[config.mk]
export PLATFORM = sky130hd
export DESIGN_NAME = sb_multiplane
export DESIGN_NICKNAME = d
export VERILOG_FILES = /design/src/rtl/sb_pkg.sv /design/src/rtl/sb_plane.sv /design/src/rtl/sb_multiplane.sv
export SDC_FILE = /design/constraint.sdc
export NUM_CORES = 2
export LEC_CHECK = 0
export BUFFER_PORTS_ARGS = -buffer_cell sky130_fd_sc_hd__buf_2
export CAP_MARGIN = 20
export CORE_ASPECT_RATIO = 0.9
export CORE_MARGIN = 3
export CORE_UTILIZATION = 36
export DETAILED_ROUTE_END_ITERATION = 8
export PLACE_DENSITY = 0.52
export SYNTH_ARGS = -nofsm -noshare
export SYNTH_HDL_FRONTEND = slang
export SYNTH_HIERARCHICAL = 1
export SYNTH_SLANG_ARGS = --single-unit
[constraint.sdc]
create_clock -name clk -period 1.95 [get_ports clk]
set_input_delay 0.39 -clock clk [delete_from_list [all_inputs] [get_ports clk]]
set_output_delay 0.39 -clock clk [all_outputs]
set_load 0.03 [all_outputs]
[src/rtl/sb_pkg.sv]
// Shared types for the multi-plane switch box: side encoding, per-plane config field
// layout and the configuration FSM states.
package sb_pkg;

    localparam int PLANE_CFG_W = 8;

    typedef enum logic [1:0] {
        DIR_N = 2'd0,
        DIR_E = 2'd1,
        DIR_S = 2'd2,
        DIR_W = 2'd3
    } dir_e;

    // LSB first in the config stream: src, en, use_reg, dst_mask
    typedef struct packed {
        logic [3:0] dst_mask;
        logic       use_reg;
        logic       en;
        dir_e       src;
    } plane_cfg_t;

    typedef enum logic [1:0] {
        ST_EMPTY   = 2'd0,
        ST_FILLING = 2'd1,
        ST_FULL    = 2'd2,
        ST_ERR     = 2'd3
    } cfg_state_e;

endpackage

[src/rtl/sb_plane.sv]
// One routing plane of one track: picks a source side, optionally registers it,
// and drives the selected destination sides (never back onto its own source).
module sb_plane
    import sb_pkg::*;
(
    input  logic       clk,
    input  logic       nrst,
    input  plane_cfg_t i_cfg,
    input  logic [3:0] i_side,   // bit0=N, bit1=E, bit2=S, bit3=W
    output logic [3:0] o_drive
);

    logic       w_sel;
    logic       w_val;
    logic [3:0] w_src_onehot;
    logic       r_q;

    assign w_sel = i_side[i_cfg.src];

    // Samples every cycle regardless of use_reg, so switching to registered mode
    // presents whatever the previous source selection captured.
    always_ff @(posedge clk or negedge nrst) begin
        if (!nrst) begin
            r_q <= 1'b0;
        end else begin
            r_q <= w_sel;
        end
    end

    assign w_val        = i_cfg.use_reg ? r_q : w_sel;
    assign w_src_onehot = 4'b0001 << i_cfg.src;
    assign o_drive      = {4{i_cfg.en & w_val}} & i_cfg.dst_mask & ~w_src_onehot;

endmodule

[src/rtl/sb_multiplane.sv]
// Multi-plane switch box: double-buffered config (serial shadow chain + atomic commit
// into the active register) driving WIDTH x PLANES routing planes, wired-OR per side.
module sb_multiplane
    import sb_pkg::*;
#(
    parameter int WIDTH  = 32,
    parameter int PLANES = 2
) (
    input  logic             clk,
    input  logic             nrst,
    input  logic [WIDTH-1:0] north_in,
    input  logic [WIDTH-1:0] east_in,
    input  logic [WIDTH-1:0] south_in,
    input  logic [WIDTH-1:0] west_in,
    output logic [WIDTH-1:0] north_out,
    output logic [WIDTH-1:0] east_out,
    output logic [WIDTH-1:0] south_out,
    output logic [WIDTH-1:0] west_out,
    input  logic             config_data_in,
    input  logic             config_en,
    input  logic             config_commit,
    output logic             config_data_out,
    output logic             config_ready,
    output logic             config_err,
    output cfg_state_e       dbg_state
);

    localparam int CFG_BITS = WIDTH * PLANES * PLANE_CFG_W;
    localparam int CNT_W    = $clog2(CFG_BITS + 1);
    localparam logic [CNT_W-1:0] CNT_FULL = CNT_W'(CFG_BITS);
    localparam logic [CNT_W-1:0] CNT_ONE  = CNT_W'(1);

    logic [CFG_BITS-1:0] r_shadow;
    logic [CFG_BITS-1:0] r_active;
    logic [CNT_W-1:0]    r_cnt;
    logic [CNT_W-1:0]    w_cnt_nxt;
    cfg_state_e          r_state;
    cfg_state_e          w_state_nxt;
    logic                w_load;
    logic [3:0]          w_drive [WIDTH*PLANES];
    logic [3:0]          w_trk   [WIDTH];

    // Commit is judged on the pre-shift state; a same-cycle shift then counts as bit 1.
    always_comb begin
        w_state_nxt = r_state;
        w_cnt_nxt   = r_cnt;
        w_load      = 1'b0;
        case (r_state)
            ST_EMPTY, ST_FILLING: begin
                if (config_commit) begin
                    w_state_nxt = ST_ERR;
                    w_cnt_nxt   = '0;
                end else if (config_en) begin
                    w_cnt_nxt   = r_cnt + CNT_ONE;
                    w_state_nxt = (r_cnt + CNT_ONE == CNT_FULL) ? ST_FULL : ST_FILLING;
                end
            end
            ST_FULL: begin
                if (config_commit) begin
                    w_load      = 1'b1;
                    w_cnt_nxt   = config_en ? CNT_ONE : '0;
                    w_state_nxt = config_en ? ST_FILLING : ST_EMPTY;
                end
            end
            ST_ERR: begin
                w_cnt_nxt = '0;
                if (config_commit) begin
                    w_cnt_nxt   = config_en ? CNT_ONE : '0;
                    w_state_nxt = config_en ? ST_FILLING : ST_EMPTY;
                end
            end
            default: begin
                w_state_nxt = ST_EMPTY;
                w_cnt_nxt   = '0;
            end
        endcase
    end

    always_ff @(posedge clk or negedge nrst) begin
        if (!nrst) begin
            r_state  <= ST_EMPTY;
            r_cnt    <= '0;
            r_shadow <= '0;
            r_active <= '0;
        end else begin
            r_state <= w_state_nxt;
            r_cnt   <= w_cnt_nxt;
            if (config_en) begin
                r_shadow <= {r_shadow[CFG_BITS-2:0], config_data_in};
            end
            if (w_load) begin
                r_active <= r_shadow;
            end
        end
    end

    assign config_data_out = r_shadow[CFG_BITS-1];
    assign config_ready    = (r_state == ST_FULL);
    assign config_err      = (r_state == ST_ERR);
    assign dbg_state       = r_state;

    for (genvar gi = 0; gi < WIDTH; gi++) begin : g_trk
        for (genvar gp = 0; gp < PLANES; gp++) begin : g_pl
            sb_plane u_plane (
                .clk     (clk),
                .nrst    (nrst),
                .i_cfg   (plane_cfg_t'(r_active[(gi*PLANES+gp)*PLANE_CFG_W +: PLANE_CFG_W])),
                .i_side  ({west_in[gi], south_in[gi], east_in[gi], north_in[gi]}),
                .o_drive (w_drive[gi*PLANES+gp])
            );
        end
        assign north_out[gi] = w_trk[gi][0];
        assign east_out[gi]  = w_trk[gi][1];
        assign south_out[gi] = w_trk[gi][2];
        assign west_out[gi]  = w_trk[gi][3];
    end

    always_comb begin
        for (int i = 0; i < WIDTH; i++) begin
            w_trk[i] = 4'b0000;
            for (int p = 0; p < PLANES; p++) begin
                w_trk[i] = w_trk[i] | w_drive[i*PLANES+p];
            end
        end
    end

endmodule

==> impl_metrics.py <==
metrics = {
    "timing": {
        "tightest_slew_ns": 0.566,
        "drv_slew": 0,
        "max_slew_margin_pct": 62.3,
        "rsz0062_at_grt": "true",
        "period_share_pct": 143,
        "min_period_ns": 2.79,
        "setup_viol": 128,
        "finalHoldViolations": 0,
        "clock-skew-final_ns": 0.0317,
        "fmax_mhz": 359,
        "fin_ws_ns": -0.835,
    },
    "clock_tree": {
        "clock_latency_ns": 0.73,
        "root_buffer": "clkbuf_16",
        "clk_path_buf_depth": 3,
        "path_clk_slew_ns": 0.06,
        "cts_tree": "yes",
        "cts.sinks": 1100,
        "htree_num_levels": 3,
        "cts_made_buffers": 118,
    },
    "routing": {
        "vias": 30000,
        "avgRoutedWirePerCell_um": 17.3,
        "first_pass_iters": 4,
        "postRouteAntennaNets": 0,
        "routed_wl_um": 109000,
        "drt_iter0_markers": 1362,
        "viasPerCell": 4.77,
        "drc_errors": 0,
    },
    "die": {
        "fp-row-count": 132,
        "initial_core_util_pct": 36.3,
        "die_area_um2": 150000,
        "dieHeight_um": 368,
        "fp.coreArea_um2": 144000,
        "fp.dieW_um": 408,
        "io_pins": 266,
    },
    "global_routing": {
        "grt_max_degree": 100,
        "grt.total_usage_pct": 14.1,
        "antenna_found_initial": 8,
        "grt-ovfl-total": 0,
        "grt_pass1_vias": 31600,
        "grt_pass1_wl_um": 176000,
    },
    "worst_hold_path": {
        "worstHoldPathType": "primary input to flop",
    },
    "power_and_ir_drop": {
        "clockPowerShare_pct": 45.8,
        "p_int_mw": 40.4,
        "comb_power_share_pct": 8.9,
        "p_leak_nw": 30.9,
        "seq_power_share_pct": 45.3,
        "ir_drop_v": 0.000679,
        "switching_share_pct": 23.9,
        "p_sw_mw": 12.7,
        "powerDensity_nw_per_um2": 803,
    },
    "final_layout": {
        "drive_above_1_share_pct": 58.2,
        "stdcell_area_um2": 66100,
        "layout.nets": 4380,
        "final_cell_mix": "1085 x dfrtp_1, 597 x mux2_2, 555 x mux2_4, 313 x buf_4, 196 x nor2_1",
        "area_delta_synth_final_pct": 26.1,
        "final_common_cell": "dfrtp_1",
    },
    "logic_synthesis": {
        "netlist-cell-type-count": 42,
        "synth_cells": 3520,
        "netlist.area_leader.share_pct": 52.5,
        "synth_top_cell_by_area": "dfrtp_1",
        "syn_nets": 3654,
        "synth.area.top_cells": "dfrtp_1 53%, mux2_4 16%, mux2_2 13%",
        "synth_edf_count": 0,
        "syn_avg_cell_area_um2": 14.9,
        "ys_ff_latch": 1100,
        "syn-cell-area_um2": 52400,
        "ys_seq_area_share_pct": 52.5,
        "synth-main-ff-cell": "dfrtp_1",
        "ys_warn_count": 6,
        "async_reset_ff_share_pct": 100,
    },
    "placed_design": {
        "place.gp.congestion": 0.801,
        "place_ws_ns": -0.203,
        "placed_area_um2": 57800,
        "place.detailed.hpwl_um": 72200,
        "io_buffers": 265,
    },
    "critical_path": {
        "cp-end-kind": "output pin",
        "crit_required_ns": 1.56,
        "crit_arrival_ns": 2.40,
        "critPathMaxFanout": 5,
        "critPathKind": "flop to output pin",
        "startpoint_type": "flop",
    },
    "run_status": {
        "status": "finished, violations left",
        "violations": "setup timing",
    },
    "flow_run": {
        "maxCapViolCount": 0,
    },
}
power by group through the flow:
stage / sequential (mW) / combinational (mW) / clock [mW]
floorplan: 24.3 / 2.71 / 0
global placement: 24.4 / 4.04 / 0
detailed placement: 24.4 / 4.06 / 0
CTS: 24.0 / 4.39 / 25.2
global route: 24.1 / 5.14 / 26.2
finish: 24.0 / 4.74 / 24.3
cell usage after synthesis (2+ instances only):
master     number
o21ai_1         3
xor2_1          2
mux2_4        544
a2111oi_2     128
buf_6           9
nor2_1        196
a21oi_1         4
nand4_1         4
o21ai_0       139
mux2_2        608
o311ai_4       64
buf_12         44
a31oi_1         2
nand3_1         5
nand2b_1       64
nor3_2         65
nor3_1        130
buf_2          58
dfrtp_1      1100
or2_2         128
inv_1         192
clkbuf_1        6
o31ai_1         2
and2_1          3
nand2_1         3
through the flow:
stage          std cells  power, mW  TNS [ns]  hold slack, ns  util [%]
5_1_grt             6294       55.4   -114.43          0.0238      45.8
2_1_floorplan       3520       27.0         0          0.0944         -
4_1_cts             6231       53.6   -110.85        0.000167      44.6
3_3_place_gp        5925       28.5    -17.45           0.326      40.1
3_5_place_dp        5925       28.5    -18.43           0.322      40.1
6_report            6296       53.0    -98.45          0.0681      45.8
repair_timing:
action | 4_1_cts | 5_1_grt
pin swaps | 249 | 146
endpoints found under the hold margin | 330 | 0
setup endpoints to repair | 130 | 314
hold buffers | 45 | 0
setup buffers | 36 | 46
cloned | 0 | 17
gates resized for setup | 464 | 154
cell families (layout without fill, tap and decap cells):
kind of cell / after synthesis / in the layout / synth area share, %
AOI/OAI and AO/OA: 346 / 346 / 8.40
other: 0 / 2 / 0
buffers and inverters: 310 / 1141 / 3.86
adders and majority gates: 1 / 1 / 0.0239
DFF: 1100 / 1100 / 52.5
muxes: 1153 / 1153 / 28.7
xor gates and xnor gates: 2 / 2 / 0.0334
and+or+nand+nor: 608 / 608 / 6.48
registers in the layout, summed over array words and instances, names as in the netlist:
name / cells
dbg_state: 2
g_trk.g_pl.u_plane/r_q: 64
r_active: 512
r_cnt: 10
r_shadow: 512
critical path: stages (launching register included):
cell and delay [ns]:
dfrtp_2 0.44, mux2_4 0.33, o311ai_4 0.44, nor3_2 0.09, or2_4 0.24, buf_6 0.14
metal layers:
metal	up-vias	global-route usage [%]	share of wire [%]
met1	15300	20.3	49
li1	14200	-	-
met2	361	22.1	45
met4	2	3.31	1.9
met3	157	2.68	3.5
met5	-	0	0.012
final cells by class:
type / instances / area [um^2]
fill: 12800 / 78100
sequential: 1100 / 27500
multi-input combinational: 2110 / 24300
timing repair buffer: 724 / 6830
clock buffer: 160 / 3370
tap: 1943 / 2430
clock inverter: 65 / 930
inverter: 192 / 721
antenna: 2 / 5.00
worst paths after layout:
check	slack (ns)	depth (start not counted)	startpoint	end
min in group asynchronous	0.16	2	nrst	r_active[272]
max in group asynchronous	0.88	3	nrst	r_active[392]
worst max register to register	0.07	7	dbg_state[0]	r_active[504]
worst min-delay path	0.07	4	west_in[7]	g_trk[7].g_pl[0].u_plane/r_q
worst max-delay path	-0.84	5	r_active[496]	north_out[31]
worst min register to register	0.50	1	r_shadow[245]	r_active[245]
No activity file was read; power rests on OpenSTA's default activity.
